File: config.mk
export PLATFORM = sky130hd
export DESIGN_NAME = cpu_sequencer
export DESIGN_NICKNAME = d
export VERILOG_FILES = /design/src/rtl/cpu_sequencer.sv
export SDC_FILE = /design/constraint.sdc
export NUM_CORES = 1
export LEC_CHECK = 0
export BUFFER_PORTS_ARGS = -buffer_cell sky130_fd_sc_hd__buf_2
export CAP_MARGIN = 20
export CORE_ASPECT_RATIO = 0.5
export CORE_MARGIN = 8
export CORE_UTILIZATION = 35
export CTS_CLUSTER_DIAMETER = 150
export DETAILED_ROUTE_END_ITERATION = 10
export GPL_TIMING_DRIVEN = 0
export REMOVE_ABC_BUFFERS = 1
export SETUP_SLACK_MARGIN = 0.5
export SLEW_MARGIN = 20
export SYNTH_ARGS = -nofsm -noshare
export SYNTH_HDL_FRONTEND = slang
export SYNTH_SLANG_ARGS = --single-unit
File: constraint.sdc
create_clock -name clock -period 2.85 [get_ports clock]
set_input_delay 0.4275 -clock clock [delete_from_list [all_inputs] [get_ports clock]]
set_output_delay 0.4275 -clock clock [all_outputs]
set_load 0.02 [all_outputs]
File: src/rtl/cpu_sequencer.sv
// Control sequencer for the 8-bit accumulator CPU: fetch, decode, execute.
// Latency: 4 to 9 cycles per instruction; instr_done marks the final cycle.
// Backpressure: run low in FETCH_0 stalls before the next instruction, with all outputs 0.
module cpu_sequencer #(
  parameter logic [2:0] ALU_ADD_SEL = 3'b000,
  parameter logic [2:0] ALU_SUB_SEL = 3'b001,
  parameter int         Z_BIT       = 2
) (
  input  logic       clock,
  input  logic       reset,
  input  logic       run,
  input  logic [7:0] IR,
  input  logic [3:0] CCR_Result,
  output logic       IR_Load,
  output logic       MAR_Load,
  output logic       PC_Load,
  output logic       PC_Inc,
  output logic       A_Load,
  output logic       B_Load,
  output logic       CCR_Load,
  output logic [2:0] ALU_Sel,
  output logic [1:0] Bus1_Sel,
  output logic [1:0] Bus2_Sel,
  output logic       write,
  output logic       instr_done,
  output logic       illegal_op
);

  localparam logic [7:0] OP_LDA_IMM = 8'h86;
  localparam logic [7:0] OP_LDA_DIR = 8'h87;
  localparam logic [7:0] OP_LDB_IMM = 8'h88;
  localparam logic [7:0] OP_LDB_DIR = 8'h89;
  localparam logic [7:0] OP_STA_DIR = 8'h96;
  localparam logic [7:0] OP_ADD_AB  = 8'h42;
  localparam logic [7:0] OP_SUB_AB  = 8'h43;
  localparam logic [7:0] OP_BRA     = 8'h20;
  localparam logic [7:0] OP_BEQ     = 8'h23;

  localparam logic [1:0] B1_PC  = 2'b00;
  localparam logic [1:0] B1_A   = 2'b01;
  localparam logic [1:0] B1_B   = 2'b10;
  localparam logic [1:0] B2_ALU = 2'b00;
  localparam logic [1:0] B2_B1  = 2'b01;
  localparam logic [1:0] B2_MEM = 2'b10;

  // 30 states in 5 bits; the two spare encodings fall into the default arms.
  typedef enum logic [4:0] {
    S_FETCH_0, S_FETCH_1, S_FETCH_2, S_DECODE_3,
    S_LDA_IMM_4, S_LDA_IMM_5, S_LDA_IMM_6,
    S_LDB_IMM_4, S_LDB_IMM_5, S_LDB_IMM_6,
    S_LDA_DIR_4, S_LDA_DIR_5, S_LDA_DIR_6, S_LDA_DIR_7, S_LDA_DIR_8,
    S_LDB_DIR_4, S_LDB_DIR_5, S_LDB_DIR_6, S_LDB_DIR_7, S_LDB_DIR_8,
    S_STA_DIR_4, S_STA_DIR_5, S_STA_DIR_6, S_STA_DIR_7,
    S_ADD_AB_4, S_SUB_AB_4,
    S_BRA_4, S_BRA_5, S_BRA_6,
    S_BEQ_NT_4
  } state_t;

  state_t r_state;
  state_t w_next;
  logic   w_illegal;
  logic   w_unused_ccr;

  // Only the Z flag steers the sequence; the other flags are carried for completeness.
  assign w_unused_ccr = ^CCR_Result;

  // State register; reset parks the FSM in FETCH_0 so the first free cycle fetches.
  always_ff @(posedge clock) begin
    if (reset) r_state <= S_FETCH_0;
    else       r_state <= w_next;
  end

  // Next-state selection and state-decoded strobes; reset forces every output low.
  always_comb begin
    w_next     = S_FETCH_0;
    w_illegal  = 1'b0;
    IR_Load    = 1'b0;
    MAR_Load   = 1'b0;
    PC_Load    = 1'b0;
    PC_Inc     = 1'b0;
    A_Load     = 1'b0;
    B_Load     = 1'b0;
    CCR_Load   = 1'b0;
    ALU_Sel    = ALU_ADD_SEL;
    Bus1_Sel   = B1_PC;
    Bus2_Sel   = B2_ALU;
    write      = 1'b0;
    instr_done = 1'b0;
    illegal_op = 1'b0;

    case (r_state)
      S_FETCH_0:   w_next = run ? S_FETCH_1 : S_FETCH_0;
      S_FETCH_1:   w_next = S_FETCH_2;
      S_FETCH_2:   w_next = S_DECODE_3;
      S_DECODE_3: begin
        case (IR)
          OP_LDA_IMM: w_next = S_LDA_IMM_4;
          OP_LDB_IMM: w_next = S_LDB_IMM_4;
          OP_LDA_DIR: w_next = S_LDA_DIR_4;
          OP_LDB_DIR: w_next = S_LDB_DIR_4;
          OP_STA_DIR: w_next = S_STA_DIR_4;
          OP_ADD_AB:  w_next = S_ADD_AB_4;
          OP_SUB_AB:  w_next = S_SUB_AB_4;
          OP_BRA:     w_next = S_BRA_4;
          OP_BEQ:     w_next = CCR_Result[Z_BIT] ? S_BRA_4 : S_BEQ_NT_4;
          default:    w_illegal = 1'b1;
        endcase
      end
      S_LDA_IMM_4: w_next = S_LDA_IMM_5;
      S_LDA_IMM_5: w_next = S_LDA_IMM_6;
      S_LDB_IMM_4: w_next = S_LDB_IMM_5;
      S_LDB_IMM_5: w_next = S_LDB_IMM_6;
      S_LDA_DIR_4: w_next = S_LDA_DIR_5;
      S_LDA_DIR_5: w_next = S_LDA_DIR_6;
      S_LDA_DIR_6: w_next = S_LDA_DIR_7;
      S_LDA_DIR_7: w_next = S_LDA_DIR_8;
      S_LDB_DIR_4: w_next = S_LDB_DIR_5;
      S_LDB_DIR_5: w_next = S_LDB_DIR_6;
      S_LDB_DIR_6: w_next = S_LDB_DIR_7;
      S_LDB_DIR_7: w_next = S_LDB_DIR_8;
      S_STA_DIR_4: w_next = S_STA_DIR_5;
      S_STA_DIR_5: w_next = S_STA_DIR_6;
      S_STA_DIR_6: w_next = S_STA_DIR_7;
      S_BRA_4:     w_next = S_BRA_5;
      S_BRA_5:     w_next = S_BRA_6;
      default:     w_next = S_FETCH_0;
    endcase

    if (!reset) begin
      case (r_state)
        S_FETCH_0: begin
          // A stalled fetch drives nothing, so MAR is not disturbed while waiting.
          MAR_Load = run;
          Bus2_Sel = run ? B2_B1 : B2_ALU;
        end
        S_FETCH_1, S_LDA_IMM_5, S_LDB_IMM_5, S_LDA_DIR_5, S_LDB_DIR_5, S_STA_DIR_5:
          PC_Inc = 1'b1;
        S_FETCH_2: begin
          Bus2_Sel = B2_MEM;
          IR_Load  = 1'b1;
        end
        S_DECODE_3: begin
          illegal_op = w_illegal;
          instr_done = w_illegal;
        end
        S_LDA_IMM_4, S_LDB_IMM_4, S_LDA_DIR_4, S_LDB_DIR_4, S_STA_DIR_4, S_BRA_4: begin
          Bus2_Sel = B2_B1;
          MAR_Load = 1'b1;
        end
        S_LDA_IMM_6, S_LDA_DIR_8: begin
          Bus2_Sel   = B2_MEM;
          A_Load     = 1'b1;
          instr_done = 1'b1;
        end
        S_LDB_IMM_6, S_LDB_DIR_8: begin
          Bus2_Sel   = B2_MEM;
          B_Load     = 1'b1;
          instr_done = 1'b1;
        end
        S_LDA_DIR_6, S_LDB_DIR_6, S_STA_DIR_6: begin
          Bus2_Sel = B2_MEM;
          MAR_Load = 1'b1;
        end
        S_STA_DIR_7: begin
          Bus1_Sel   = B1_A;
          write      = 1'b1;
          instr_done = 1'b1;
        end
        S_ADD_AB_4, S_SUB_AB_4: begin
          Bus1_Sel   = B1_B;
          Bus2_Sel   = B2_ALU;
          ALU_Sel    = (r_state == S_SUB_AB_4) ? ALU_SUB_SEL : ALU_ADD_SEL;
          A_Load     = 1'b1;
          CCR_Load   = 1'b1;
          instr_done = 1'b1;
        end
        S_BRA_6: begin
          Bus2_Sel   = B2_MEM;
          PC_Load    = 1'b1;
          instr_done = 1'b1;
        end
        S_BEQ_NT_4: begin
          PC_Inc     = 1'b1;
          instr_done = 1'b1;
        end
        default: ;
      endcase
    end
  end

endmodule

==> results.cfg <==
[outcome]
outcome = complete, no violations

[synth]
synth-edff-count = 0
synthesis.area_sq_um = 973
yosysSeqAreaShare = 0.103
syn_inst = 137
synth.avg_cell_area_sq_um = 7.11
synth.distinct_cells = 55
ys_ff_latch = 5
async_flop_share = 0
synth_warnings = 0
ys.flop_type = dfxtp_1

[timing]
finalSetupTns_ns = 0
period_minus_slack_ns = 2.34
clock.fmax_mhz = 428
finalHoldViolCount = 0
worstMarginPinSlew_ns = 0.594
fin_skew_ns = 0.00182
rsz0062_at_grt = yes
final-setup-viol-count = 0
min_period_over_period = 0.820
final_max_slew_viol_count = 0
relSlewSlack = 0.604

[detailed_routing]
remaining_drc_errors = 0
antenna_left = 0
vias = 1085
drt-met1-wl_um = 1330
wirelength_um = 2720
met3_length_um = 184
vias_per_cell = 5.80
wl_met2_um = 1200
topRoutingLayerUsed = met4
drtIter0Drc = 132
firstDrtPassIters = 4
routedWlPerCell_um = 14.6

[setup_path]
crit_path_end_kind = output pin
cp.arrival_ns = 1.91
worst-path-buf-inv = 1
crit_chain = nor2b_1 > mux2i_1 > o21a_1 > o32ai_2 > buf_2
path_delay_family = flip-flops
reg2reg_from = r_state[2]
max_stage_delay_ns = 0.69
regToRegSetupSlack_ns = 1.30
path_max_fanout = 19
cpMaxStageDelayCell = dfxtp_1
reg2reg_depth = 3
cp_num_cells = 5
cp-endpoint = instr_done
worst_ep_required_time_ns = 2.42
rr_endpoint = r_state[1]
crit_path_start_kind = register
path_class = register to output pin
cp-startpoint = r_state[2]

[power]
p_sw_frac = 0.337
p_leak_nw = 0.439
pwr-share-comb = 0.319
switchingPower_uw = 110
power_frac_seq = 0.289
power.internal_uw = 216
ir_drop_mv = 0.112
clockPowerShare = 0.392
cellPowerDensity_nw_per_um2 = 295

[cts]
cts_setup_buffers = 0
clk_latency_ns = 0.22
clockBufferDepth = 2
cts_num_sinks = 5
clk_pin_slew_worst_paths_ns = 0.03
htreeDepth = 1
cts_made_buffers = 3
root_buffer = clkbuf_8
cts_tree = yes
cts_hold_buf = 0

[die]
num_io_pins = 32
fp.dieH_um = 53.3
rows = 13
die_w_um = 90.6
core-area_sq_um = 2620
dieArea_sq_um = 4830
start_util = 0.372

[final_layout]
layout_common_cells = 26 x buf_2, 14 x nor2_1, 9 x nand2_1
fill_cells = 280
regMostFlops = r_state
antenna_cells = 0
drive_above_1_share = 0.273
largest_reg_flops = 5
area_delta_synth_final_pct = 13.9
layout.nets = 166
final_cells = 187
final_common_cell = buf_2
top_regs = r_state: 5 flops

[hold_path]
hp-class = primary input to register

[global_routing]
grt_antenna_before_repair = 0
grt_usage = 0.114
first_global_vias = 1023
grt_max_degree = 22
grt_pass1_wl_um = 4650
grt_overflow = 0

[placement]
port_buffers = 26
post-place-cells = 183
gp_congestion = 0.860
hpwlAfterDp_um = 2020

[flow_run]
maxCapViolCount = 0
-- tightest hold or removal path, delay by kind of cell --
family,cells,cell delay [ns]
AO/OA/AOI/OAI,2,0.22
buffers and inverters,1,0.10
-- per-layer routing --
layer / global-route usage / vias up
met5: 0 / -
met4: 0.0518 / 0
met3: 0.0169 / 2
met2: 0.180 / 46
met1: 0.152 / 496
li1: - / 541
-- Yosys cell counts, drive strengths merged (2+ instances only) --
cell	n	area share
a21o	3	0.023
a21oi	5	0.026
a22oi	3	0.023
a2bb2oi	2	0.018
a31oi	5	0.032
and2b	2	0.015
and3	2	0.013
buf	14	0.085
clkbuf	4	0.015
dfxtp	5	0.10
inv	4	0.015
nand2	9	0.035
nand2b	3	0.027
nand3	5	0.026
nand3b	2	0.015
nand4	2	0.013
nand4b	2	0.033
nor2	14	0.054
nor2b	7	0.045
nor3	3	0.015
nor3b	3	0.023
nor4	2	0.028
nor4b	3	0.042
o2111ai	2	0.018
o211ai	3	0.023
o21ai	4	0.021
o21bai	2	0.015
o22ai	2	0.013
o2bb2ai	2	0.018
-- metrics by stage --
step | cell area [sq um] | setup slack, ns | hold slack (ns) | power (mW) | utilization
final | 1110 | 0.512 | 0.592 | 0.327 | 0.423
after CTS | 1110 | 0.491 | 0.592 | 0.328 | 0.422
after detailed placement | 1060 | 0.566 | 0.790 | 0.198 | 0.403
after global routing | 1110 | 0.374 | 0.606 | 0.351 | 0.423
after floorplan | 880 | 0.388 | 0.515 | 0.158 | -
after global placement | 1060 | 0.584 | 0.798 | 0.197 | 0.403
-- cell families (layout without fill, tap and decap cells) --
kind of cell,after synthesis,in the layout,share of synthesized area
AOI/OAI and AO/OA,44,44,0.342
buffers and inverters,22,34,0.116
DFF,5,5,0.103
muxes,1,1,0.0103
other,1,2,0.00385
and+or+nand+nor,64,64,0.425
-- worst min path at each step --
stage	slack, ns	cells past startpoint	to	from
2_1_floorplan	0.52	1	r_state[2]	reset
3_3_place_gp	0.80	2	r_state[3]	r_state[1]
3_5_place_dp	0.79	2	r_state[3]	r_state[1]
4_1_cts	0.59	3	r_state[2]	CCR_Result[2]
5_1_grt	0.61	3	r_state[2]	CCR_Result[2]
6_report	0.59	3	r_state[2]	CCR_Result[2]
-- power groups by stage --
stage	combinational, mW	clock [mW]	sequential, mW
after detailed placement	0.104	0	0.0944
after global placement	0.103	0	0.0937
after CTS	0.104	0.130	0.0939
final	0.104	0.128	0.0943
after global routing	0.114	0.141	0.0960
after floorplan	0.0695	0	0.0889
-- repair_timing --
action,CTS,global route
endpoints found under the setup margin,4,5
resized for setup,3,2
endpoints found under the hold margin,0,0
-- area by class of cell --
class | count | area (sq um) | area share
inverters | 4 | 15.0 | 0.0135
multi-input cells | 111 | 767 | 0.692
repair buffers | 26 | 130 | 0.117
flip-flops and latches | 5 | 105 | 0.0948
well taps | 37 | 46.3 | 0.0418
clock buffers | 4 | 45.0 | 0.0406
Power figures use the tool's default switching activity.
